$ cat src/rtl/fetch_pkg.sv
// Shared types and constants for the fetch stage.
package fetch_pkg;

  typedef enum logic [1:0] {
    IDLE = 2'd0,
    RUN  = 2'd1,
    HALT = 2'd2
  } state_t;

  localparam int unsigned ADDR_W    = 8;
  localparam int unsigned DATA_W    = 8;
  localparam int unsigned MEM_DEPTH = 6;
  localparam int unsigned RESET_PC  = 0;

endpackage

$ cat src/rtl/pc_next_logic.sv
// Next program-counter selection: redirect beats sequential fetch, fetch wraps at MEM_DEPTH-1.
module pc_next_logic
  import fetch_pkg::*;
#(
  parameter int unsigned PC_W     = fetch_pkg::ADDR_W,
  parameter int unsigned PC_DEPTH = fetch_pkg::MEM_DEPTH
) (
  input  logic [PC_W-1:0] pc,
  input  logic            load,
  input  logic            redirect,
  input  logic [PC_W-1:0] target,
  output logic [PC_W-1:0] next_pc,
  output logic            illegal_target
);

  localparam logic [PC_W-1:0] LAST_PC = PC_W'(PC_DEPTH - 1);

  logic out_of_range;

  assign out_of_range   = (target > LAST_PC);
  assign illegal_target = redirect & out_of_range;

  always_comb begin
    next_pc = pc;
    if (redirect) begin
      // An illegal target leaves the pc untouched; the caller halts instead.
      if (!out_of_range) next_pc = target;
    end else if (load) begin
      next_pc = (pc == LAST_PC) ? '0 : pc + PC_W'(1);
    end
  end

endmodule

$ cat src/rtl/instruction_fetch.sv
// Fetch stage: owns the pc, registers instruction_data and presents it over valid/ready.
module instruction_fetch
  import fetch_pkg::*;
#(
  parameter int unsigned ADDR_W    = fetch_pkg::ADDR_W,
  parameter int unsigned DATA_W    = fetch_pkg::DATA_W,
  parameter int unsigned MEM_DEPTH = fetch_pkg::MEM_DEPTH
) (
  input  logic              clk,
  input  logic              rst_n,
  input  logic              start,
  input  logic              halt_req,
  input  logic              redirect_valid,
  input  logic [ADDR_W-1:0] redirect_target,
  output logic [ADDR_W-1:0] instruction_address,
  input  logic [DATA_W-1:0] instruction_data,
  output logic              out_valid,
  input  logic              out_ready,
  output logic [DATA_W-1:0] out_instr,
  output logic [ADDR_W-1:0] out_pc,
  output logic              busy,
  output logic              fault
);

  state_t            state;
  logic [ADDR_W-1:0] pc;
  logic [ADDR_W-1:0] next_pc;
  logic              running;
  logic              load;
  logic              redirect;
  logic              illegal;
  logic              accept;

  assign running  = (state == RUN);
  assign accept   = out_valid & out_ready;
  assign redirect = running & ~halt_req & redirect_valid;
  assign load     = running & ~halt_req & ~redirect_valid & (~out_valid | out_ready);

  assign instruction_address = pc;
  assign busy                = running;

  pc_next_logic #(
    .PC_W     (ADDR_W),
    .PC_DEPTH (MEM_DEPTH)
  ) u_pc_next (
    .pc             (pc),
    .load           (load),
    .redirect       (redirect),
    .target         (redirect_target),
    .next_pc        (next_pc),
    .illegal_target (illegal)
  );

  always_ff @(posedge clk or negedge rst_n) begin
    if (!rst_n) begin
      state     <= IDLE;
      pc        <= ADDR_W'(RESET_PC);
      out_valid <= 1'b0;
      out_instr <= '0;
      out_pc    <= '0;
      fault     <= 1'b0;
    end else begin
      pc <= next_pc;

      // Redirect flushes the held word even when decode accepts it this edge.
      if (load) begin
        out_instr <= instruction_data;
        out_pc    <= pc;
        out_valid <= 1'b1;
      end else if (redirect || accept) begin
        out_valid <= 1'b0;
      end

      if (illegal) fault <= 1'b1;

      case (state)
        IDLE:    if (start) state <= RUN;
        RUN:     if (halt_req || illegal) state <= HALT;
        HALT:    if (start) state <= RUN;
        default: state <= IDLE;
      endcase
    end
  end

endmodule

$ cat config.mk
export PLATFORM = sky130hd
export DESIGN_NAME = instruction_fetch
export DESIGN_NICKNAME = d
export VERILOG_FILES = /design/src/rtl/fetch_pkg.sv /design/src/rtl/pc_next_logic.sv /design/src/rtl/instruction_fetch.sv
export SDC_FILE = /design/constraint.sdc
export NUM_CORES = 1
export LEC_CHECK = 0
export BUFFER_PORTS_ARGS = -buffer_cell sky130_fd_sc_hd__buf_2
export CAP_MARGIN = 20
export CORE_MARGIN = 2
export CORE_UTILIZATION = 39
export DETAILED_ROUTE_END_ITERATION = 12
export PLACE_DENSITY = 0.65
export REMOVE_ABC_BUFFERS = 1
export SLEW_MARGIN = 30
export SYNTH_ARGS = -nofsm -noshare
export SYNTH_HDL_FRONTEND = slang
export SYNTH_SLANG_ARGS = --single-unit
$ cat constraint.sdc
create_clock -name clk -period 4.2 [get_ports clk]
set_input_delay 0.21 -clock clk [delete_from_list [all_inputs] [get_ports clk]]
set_output_delay 0.21 -clock clk [all_outputs]
set_load 0.05 [all_outputs]
Word-level counts from Yosys, hierarchy flattened
Index checks and enable logic that the tools add are counted.
Operators by class
  multiplexer cells: 9
  bitwise gates (word level): 10
  reductions and logical operators: 8
  equality and inequality tests: 6
  order comparisons: 1
  add/sub/neg operators: 1
Operators by type and width (number)
  two-way mux 8 bit: 4
  adder 8 x 1 -> 8 bit, second input constant: 1
  equality test 8 x 3 -> 1 bit, second input constant: 1
  > comparator 8 x 3 -> 1 bit, second input constant: 1
  AND 1 bit: 6
  two-way mux 2 bit: 2
  != test 2 x 1 -> 1 bit, second input constant: 2
  case mux 2 bit (2 select lines): 1
  AND reduction 2 bit: 2
  nonzero test 2 bit: 2
  NOT 1 bit: 3
  equality test 2 x 1 -> 1 bit, second input constant: 1
  equality test 2 bit, second input constant: 1
  zero test 2 bit: 1
  logical OR 1 bit: 2
  two-way mux 1 bit: 2
  != test 2 bit, second input constant: 1
  OR reduction 2 bit: 1
  bitwise OR 1 bit: 1
Word-level totals
  register bits: 28
  output and inout port bits: 27
  bits of input ports: 22
  logic and storage cells: 41

Longest topological paths before layout
Gate-level depths: netlist (run 1).
  depth in word-level cells: 7
  gate-level depth with buffers: 7
  mapped depth without buffers: 6

Cells and area by module
A second synthesis (run 1) with hierarchy kept.
Second synthesis, totals
  cell total of the unflattened synthesis: 105
  area, all modules: 1360.1 µm²
By module, submodules not included
  instruction_fetch: area each 1031.0 µm², sequential area each 700.7 µm², times used 1, cells an instance 59
  pc_next_logic: area each 329.1 µm², sequential area each 0.0 µm², times used 1, cells an instance 46

Worst setup path after synthesis (run 1)
OpenSTA, ideal clock, no wires.
  path kind: reg2reg
  start point: register pc[0] (netlist: instruction_address[0])
  end point: register pc[0] (netlist: instruction_address[0])
  stages on the path, launching flop included: 6
  arrival: 2.037 ns
  slack: 2.038 ns
  required time: 4.075 ns
  buffers on the path: 0
  clock period less this slack: 2.162 ns
  setup time: 0.125 ns
  cells stage by stage: dfrtp_1 > ha_1 > or4b_1 > o21ai_0 > o21ai_0 > mux2_4
Between the ends
  word-level cells in the longest chain between the ends: 4
  elaborated cells on any way between the ends: 5
  classes of those cells: add/sub: 1; eq/ne: 1; mux: 3
Ends and longest elaborated chain
  start, declared: RTL line instruction_fetch.sv:26  | logic [ADDR_W-1:0] pc;
  start signal, assigned: RTL line instruction_fetch.sv:57  | pc <= ADDR_W'(RESET_PC);
  start signal, assigned: RTL line instruction_fetch.sv:63  | pc <= next_pc;
  adder 8 x 1 -> 8 bit / equality test 8 x 3 -> 1 bit (equally long branches): RTL line pc_next_logic.sv:29  | next_pc = (pc == LAST_PC) ? '0 : pc + PC_W'(1);
  two-way mux 8 bit (*): RTL line pc_next_logic.sv:29
  two-way mux 8 bit (*): RTL line pc_next_logic.sv:28  | end else if (load) begin
  two-way mux 8 bit (*): RTL line pc_next_logic.sv:25  | if (redirect) begin
Every way passes the cells marked *; elsewhere a longest branch is shown, timed or not. The select of a mux whose other input is x is not followed.
A chain may end at the register's enable or synchronous reset.

Worst setup path after layout (run 1)
  start point: register state[1]
  end point: register pc[0] (netlist: instruction_address[0])
Between the ends
  word-level cells in the longest chain between the ends: 6
  elaborated cells on any way between the ends: 9
  classes of those cells: eq/ne: 2; mux: 1; bitwise: 4; reduce/logical: 2
Ends and longest elaborated chain
  start, declared: RTL line instruction_fetch.sv:25  | state_t state;
  start signal, assigned: RTL line instruction_fetch.sv:56  | state <= IDLE;
  start signal, assigned: RTL line instruction_fetch.sv:77  | IDLE: if (start) state <= RUN;
  start signal, assigned: RTL line instruction_fetch.sv:78  | RUN: if (halt_req || illegal) state <= HALT;
  equality test 2 x 1 -> 1 bit (*): RTL line instruction_fetch.sv:34  | assign running = (state == RUN);
  AND 1 bit (*): RTL line instruction_fetch.sv:36, instruction_fetch.sv:37
  AND 1 bit (2 in a row): RTL line instruction_fetch.sv:37  | assign load = running & ~halt_req & ~redirect_valid & (~out_valid | out_ready);
  nonzero test 2 bit (no line)
  AND reduction 2 bit (no line)
Every way passes the cells marked *; elsewhere a longest branch is shown, timed or not.

==> flow_summary.ini, run 1 <==
[status]
status = finished, final reports clean

[setup_path]
max_stage_delay_ns = 0.44
cp-startpoint = state[1]$_DFFE_PN0P_
worstSetupEndpointType = register
cp_num_buf_inv = 1
slowest_stage = dfrtp_1
r2r-start = state[1]$_DFFE_PN0P_
reg2reg_slack_ns = 2.09
cp.depth = 5
cpLargestDelayFamily = simple AND/OR/NAND/NOR gates
arrival_ns = 2.35
cp-start-kind = register
required_ns = 4.44
endpoint = instruction_address[0]$_DFFE_PN0P_
worstReg2RegEnd = instruction_address[0]$_DFFE_PN0P_
crit_type = reg -> reg
rr_worst_depth = 5
crit_chain = or3b_4 -> nor3_4 -> buf_4 -> or2_1 -> mux2_4
cp_max_fo = 24

[sta]
setup-tns-final_ns = 0
setup_viol = 0
worst_pin_slew_ns = 0.6345
rsz0062_at_grt = false
maxSlewViolCount = 0
finalHoldViolCount = 0
max_freq_mhz = 474.0
period_needed_ns = 2.110
fin_crit_sh_pct = 50.23
holdWs_ns = 0.06946
relSlewSlack_pct = 57.70
clock_skew_ns = 0.01083

[placement]
place_hpwl_mm = 2.202
place_inst = 204
finalWeightedCongestion = 0.8360
port_buffers = 48
place_area_sq_mm = 0.001628

[global_routing]
grt_pass1_vias = 1038
grt_pass1_wl_mm = 4.933
grt-ovfl-total = 0
grt.total_usage_pct = 15.76
antenna_found_initial = 0
grt_max_degree = 29

[routing]
dr_total_vias = 1083
via_per_inst = 5.182
drtAntennaViolNets = 0
drt-pass1-iter-count = 4
wirelength_mm = 3.062
drt-initial-drc-count = 42
drc_errors = 0
wl_per_cell_um = 14.65

[hold_path]
holdCritPathClass = in -> reg
min_delay_path_depth = 2

[final_layout]
fin_area_sq_mm = 0.001690
drive_above_1_share_pct = 44.79
nFillCells = 324
synthToLayoutAreaGrowth_pct = 23.27
fin_nets = 188
diodes = 0
ff_latch_area_sq_um = 700.7
multi_input_area_sq_um = 614.3
final_cells = 209

[logic_synthesis]
ys_top_cells_by_area = dfrtp_1, mux2_2, mux2_1
ys_seq_elements = 28
syn_inst = 114
synth.distinct_cells = 39
seq_area_frac_synth_pct = 51.09
avgSynthCellArea_sq_um = 12.03
netlist_area_sq_mm = 0.001371
synth_area_leader_cell = dfrtp_1
ys_warn_count = 0
synth_top_area_share_pct = 51.09

[power]
finalPower_uw = 1157
p_leak_uw = 0.0008562
power_density_mw_per_mm2 = 684.5
peakVddDrop_v = 0.0003518

[clock_network]
clkLatencyLatePin_ns = 0.34
cts_resized = 0
clkTransAtPathRegs_ns = 0.16
root_buffer = clkbuf_4
cts_tree = done
ctsLongestPathBuffers = 2
htree_levels = 1
clock-sinks = 28
numCtsBuffers = 3

[floorplanning]
dieArea_sq_mm = 0.004006
io_pins = 49
initial_core_util_pct = 40.77
die_x_um = 63.30
die_h_um = 63.30
core_region_area_sq_mm = 0.003363
rows = 21

[run]
max-cap-violations = 0
-- what timing repair did --
item,4_1_cts,5_1_grt
hold buffers,1,0
buffers inserted,0,0
endpoints found under the hold margin,28,0
-- routing by layer --
layer / GRT usage [%] / part of all wire, % / vias to the layer above
met2: 25.93 / 49 / 47
met4: 3.533 / 0.78 / 0
met1: 21.20 / 44 / 516
met5: 0 / 0 / -
met3: 3.750 / 6.3 / 4
li1: - / - / 516
-- final cells by class --
type                       instances  share of cell area (%)
timing repair buffer              50                   15.25
inverter                           2                  0.4441
sequential                        28                   41.45
clock buffer                       3                   1.332
multi-input combinational         79                   36.34
clock inverter                     1                   1.776
tap                               46                   3.405
-- layout by cell type (no fill, tap or decap), types with 3 or more instances in the layout --
master    count
buf_2        48
dfrtp_1      28
mux2_2       12
nand2_1       9
o21ai_0       7
nor2_1        5
mux2_1        4
a21oi_1       3
o22ai_1       3
clkbuf_4      3
-- state kept, by name, indices dropped and copies added (netlist names) --
signal / flops
state: 2
fault: 1
out_pc: 8
out_valid: 1
instruction_address: 8
out_instr: 8
-- cells by family (layout without fill, tap and decap cells) --
group / count (synthesis) / count (layout) / share of synthesized area, %
flops: 28 / 28 / 51.09
mux: 18 / 18 / 15.33
compound gates: 23 / 23 / 11.04
simple gates: 36 / 36 / 16.61
buf+inv: 7 / 56 / 4.106
fa+ha+maj: 2 / 2 / 1.825
-- cells in the mapped netlist, drive strengths merged --
cell type and number:
nor3 3, or4b 1, buf 5, o221a 1
and2 1, a32o 1, dfrtp 28, a22o 2
and3 2, nand3b 1, nand3 2, mux2 18
a21o 1, o41ai 1, and2b 1, inv 2
and4 1, nand4bb 1, a31oi 2, a21oi 3
nand2 9, nor4 1, or2 2, o21ai 7
o22ai 3, a211oi 2, and4bb 1, nor2b 1
ha 2, or3b 2, nor2 5, nand4 2
-- worst min-delay path by stage --
| stage | end | start | slack, ns |
|---|---|---|---|
| final | out_instr[4]$_DFFE_PN0P_ | instruction_data[4] | 0.07 |
| after global routing | out_instr[4]$_DFFE_PN0P_ | instruction_data[4] | 0.05 |
| after CTS | out_instr[4]$_DFFE_PN0P_ | instruction_data[4] | 0.06 |
| after detailed placement | out_pc[5]$_DFFE_PN0P_ | rst_n | 0.26 |
| after global placement | out_pc[5]$_DFFE_PN0P_ | rst_n | 0.25 |
| after floorplan | fault$_DFFE_PN0P_ | rst_n | -0.09 |
-- report_power, final --
part / leakage (uW) / internal [uW] / total, uW / switching, uW
combinational: 0.000472 / 164 / 558 / 394
sequential: 0.000356 / 348 / 420 / 72.1
clock: 0.0000279 / 96.7 / 179 / 82.3
total: 0.000856 / 608 / 1160 / 549
-- through the flow --
stage          worst slack, ns  util, %
2_1_floorplan            2.013        -
3_3_place_gp             2.152    48.40
3_5_place_dp             2.109    48.40
4_1_cts                  2.089    50.26
5_1_grt                  1.960    50.26
6_report                 2.090    50.26
Power figures use the tool's default switching activity.
==> inputs of run 2 (changes only) <==
==> constraint.sdc (replaced) <==
create_clock -name clk -period 2.2 [get_ports clk]
set_input_delay 0.11 -clock clk [delete_from_list [all_inputs] [get_ports clk]]
set_output_delay 0.11 -clock clk [all_outputs]
set_load 0.05 [all_outputs]
==> flow_summary.ini, run 2 (synthesized netlist as in run 1, its figures left out) <==
[status]
status = finished, final reports clean

[run]
max-cap-violations = 0

[setup_path]
worstSetupEndpointType = register
required_ns = 2.43
rr_worst_depth = 4
cp_max_fo = 9
arrival_ns = 2.21
crit_type = reg -> reg
cp-start-kind = register

[sta]
worst_pin_slew_ns = 0.6181
clock_skew_ns = 0.006016
relSlewSlack_pct = 58.79
period_needed_ns = 1.975
holdWs_ns = 0.02598
timing.final.ws_setup_ns = 0.2246
setup_viol = 0
finalHoldViolCount = 0
setup-tns-final_ns = 0
fin_crit_sh_pct = 89.79
maxSlewViolCount = 0
max_freq_mhz = 506.2
rsz0062_at_grt = false

[clock_network]
clkLatencyLatePin_ns = 0.33
numCtsBuffers = 3
clock-sinks = 28
cts_resized = 0
clkTransAtPathRegs_ns = 0.15
root_buffer = clkbuf_4
htree_levels = 1
ctsLongestPathBuffers = 2
cts_tree = done

[final_layout]
diodes = 0
fin_nets = 200
mostFrequentLayoutCells = buf_2, dfrtp_1, mux2_2
drive_above_1_share_pct = 44.00
ff_latch_area_sq_um = 700.7
final_cells = 221
layout_commonest_cell = buf_2
multi_input_area_sq_um = 614.3
synthToLayoutAreaGrowth_pct = 31.30
nFillCells = 326

[floorplanning]
dieArea_sq_mm = 0.004006
initial_core_util_pct = 40.77
die_x_um = 63.30
rows = 21
core_region_area_sq_mm = 0.003363
io_pins = 49
die_h_um = 63.30

[placement]
finalWeightedCongestion = 0.7805
place_hpwl_mm = 2.246
port_buffers = 48
place_ws_ns = 0.2800
place_inst = 208

[global_routing]
grt_pass1_wl_mm = 5.195
grt_pass1_vias = 1108
grt_max_degree = 29
antenna_found_initial = 0
grt.total_usage_pct = 16.48
grt-ovfl-total = 0

[hold_path]
holdCritPathClass = in -> reg
min_delay_path_depth = 2

[routing]
via_per_inst = 5.244
drtAntennaViolNets = 0
drc_errors = 0
drt-pass1-iter-count = 4
wirelength_mm = 3.178
drt-initial-drc-count = 74
dr_total_vias = 1159
wl_per_cell_um = 14.38

[power]
finalPower_uw = 2244
p_leak_uw = 0.0009091
power_density_mw_per_mm2 = 1246
peakVddDrop_v = 0.0006288
run 2: cell types whose count changed in the layout (fill, tap and decap cells not counted):
cell / change
dlygate4sd3_1: +8
buf_4: +4
run 2: power breakdown:
group | total, uW | leakage (uW) | switching [uW] | internal [uW]
sequential | 761 | 0.000356 | 96.4 | 664
combinational | 1140 | 0.000525 | 792 | 350
clock | 342 | 0.0000279 | 157 | 184
run 2: final timing paths:
| check | to | startpoint | slack (ns) |
|---|---|---|---|
| max in group asynchronous | instruction_address[4]$_DFFE_PN0P_ | rst_n | 1.49 |
| min reg2reg | fault$_DFFE_PN0P_ | fault$_DFFE_PN0P_ | 0.50 |
| max | instruction_address[7]$_DFFE_PN0P_ | instruction_address[4]$_DFFE_PN0P_ | 0.22 |
| max reg2reg | instruction_address[7]$_DFFE_PN0P_ | instruction_address[4]$_DFFE_PN0P_ | 0.22 |
| min in group asynchronous | out_pc[3]$_DFFE_PN0P_ | rst_n | 0.31 |
| min | out_valid$_DFFE_PN0P_ | redirect_valid | 0.03 |
run 2: routing by layer:
layer	share of wire (%)	routed length [um]	global-route usage, %
met5	0	0	0
met4	0.63	20	4.891
met3	5.4	171	2.143
met2	52	1644	30.05
met1	42	1341	20.23
run 2: area by class of cell:
cell class / instances / area share, %
multi-input combinational: 79 / 34.12
sequential: 28 / 38.92
clock inverter: 1 / 1.668
timing repair buffer: 62 / 20.43
tap: 46 / 3.197
inverter: 2 / 0.4170
clock buffer: 3 / 1.251
run 2: worst max-delay path, stage by stage (launching register included):
cell,delay [ns]
dfrtp_1,0.50
or4b_1,0.55
o21ai_0,0.40
o22ai_1,0.18
a32o_1,0.24
run 2: metrics by stage:
step	cell area, sq um	util [%]
5_1_grt	1800	53.53
4_1_cts	1800	53.53
2_1_floorplan	1323	-
6_report	1800	53.53
3_3_place_gp	1658	49.29
3_5_place_dp	1658	49.29
run 2: what timing repair did:
item	4_1_cts	5_1_grt
buffers inserted	0	0
hold endpoints to repair	36	0
hold buffers	9	0
==> inputs of run 3 (changes only) <==
--- a/config.mk
+++ b/config.mk
@@ -7,7 +7,6 @@
 export LEC_CHECK = 0
 export BUFFER_PORTS_ARGS = -buffer_cell sky130_fd_sc_hd__buf_2
 export CAP_MARGIN = 20
-export CORE_MARGIN = 2
 export CORE_UTILIZATION = 39
 export DETAILED_ROUTE_END_ITERATION = 12
 export PLACE_DENSITY = 0.65
==> flow_summary.ini, run 3 (synthesized netlist as in run 1, its figures left out) <==
[sta]
clock_skew_ns = 0.002924
worst_pin_slew_ns = 0.6301
maxSlewViolCount = 0
setup-tns-final_ns = 0
relSlewSlack_pct = 58.00
period_needed_ns = 1.981
max_freq_mhz = 504.7
setup_viol = 0
fin_crit_sh_pct = 90.07
rsz0062_at_grt = false
finalHoldViolCount = 0

[routing]
drt-initial-drc-count = 32
wl_met1_mm = 1.475
via_per_inst = 5.076
drt-pass1-iter-count = 4
dr_wl_met2_mm = 1.567
drc_errors = 0
wl_per_cell_um = 14.21
dr_total_vias = 1132
met3RoutedLength_um = 109
drtAntennaViolNets = 0
wirelength_mm = 3.169
dr.max_layer_used = met4

[floorplanning]
io_pins = 49
core_region_area_sq_mm = 0.003363
die_h_um = 61.30
initial_core_util_pct = 40.77
dieArea_sq_mm = 0.003757
rows = 21
die_x_um = 61.30

[global_routing]
grt-ovfl-total = 0
grt.total_usage_pct = 18.04
grt_pass1_wl_mm = 4.871
grt_max_degree = 29
antenna_found_initial = 0
grt_pass1_vias = 1044

[setup_path]
arrival_ns = 2.22
worstSetupEndpointType = register
cp-start-kind = register
crit_type = reg -> reg
cp_max_fo = 4
required_ns = 2.44

[run]
max-cap-violations = 0

[final_layout]
diodes = 0
final_cells = 223
mostFrequentLayoutCells = buf_2, dfrtp_1, mux2_2
fin_nets = 202
final_core_utilization_pct = 54.06
drive_above_1_share_pct = 44.07
synthToLayoutAreaGrowth_pct = 32.57
fin_area_sq_mm = 0.001818
nFillCells = 341
layout_commonest_cell = buf_2

[placement]
place_hpwl_mm = 2.226
place_inst = 209
place_area_sq_mm = 0.001665
finalWeightedCongestion = 0.8130
port_buffers = 48

[clock_network]
numCtsBuffers = 3
ctsLongestPathBuffers = 2
cts_tree = done
post_cts_buffers = 0
clkTransAtPathRegs_ns = 0.15
root_buffer = clkbuf_4
clkLatencyLatePin_ns = 0.33
htree_levels = 1
clock-sinks = 28

[power]
p_leak_uw = 0.0009198
peakVddDrop_v = 0.0005611
power_density_mw_per_mm2 = 1241
finalPower_uw = 2257

[status]
status = finished, final reports clean

[hold_path]
holdCritPathClass = in -> reg
[run 3: cell type report]
| type | count | area [sq um] | share of cell area, % |
|---|---|---|---|
| sequential | 28 | 700.7 | 38.54 |
| multi-input combinational | 79 | 614.3 | 33.79 |
| timing repair buffer | 64 | 385.4 | 21.20 |
| tap | 46 | 57.56 | 3.166 |
| clock inverter | 1 | 30.03 | 1.652 |
| clock buffer | 3 | 22.52 | 1.239 |
| inverter | 2 | 7.507 | 0.4129 |
[run 3: stage by stage]
step                      worst slack, ns  hold WS (ns)
after floorplan                   0.01260       -0.1856
after global placement             0.3400        0.1607
after detailed placement           0.2751        0.1664
after CTS                          0.2432      0.006645
after global routing              0.09426       0.02319
final                              0.2186       0.02892
[run 3: path summary, 6_finish.rpt]
path	start	endpoint	slack [ns]	cells past startpoint
min	redirect_valid	out_valid$_DFFE_PN0P_	0.03	2
min in group asynchronous	rst_n	instruction_address[5]$_DFFE_PN0P_	0.31	2
max	instruction_address[1]$_DFFE_PN0P_	instruction_address[1]$_DFFE_PN0P_	0.22	6
min reg2reg	fault$_DFFE_PN0P_	fault$_DFFE_PN0P_	0.50	1
max in group asynchronous	rst_n	out_instr[2]$_DFFE_PN0P_	1.49	2
max reg2reg	instruction_address[1]$_DFFE_PN0P_	instruction_address[1]$_DFFE_PN0P_	0.22	6
[run 3: what timing repair did]
action,CTS,global route
resized for setup,0,0
hold endpoints to repair,36,1
hold buffers,9,1
[run 3: where the power goes]
group          total, uW  internal (uW)  switching [uW]  leakage [uW]
Combinational       1150            352             796      0.000536
Clock                339            184             155     0.0000279
Sequential           769            665             105      0.000356
[run 3: worst max-delay path, stage by stage, from the launching register on]
cell     delay, ns
dfrtp_1       0.41
inv_1         0.06
ha_1          0.12
or4b_1        0.45
o21ai_0       0.44
o21ai_0       0.14
mux2_4        0.27
[run 3: routing by layer]
layer / vias to the layer above / GRT usage [%]
met1: 553 / 24.44
met4: 0 / 4.870
met3: 2 / 2.731
li1: 547 / -
met5: - / 0
met2: 30 / 30.12
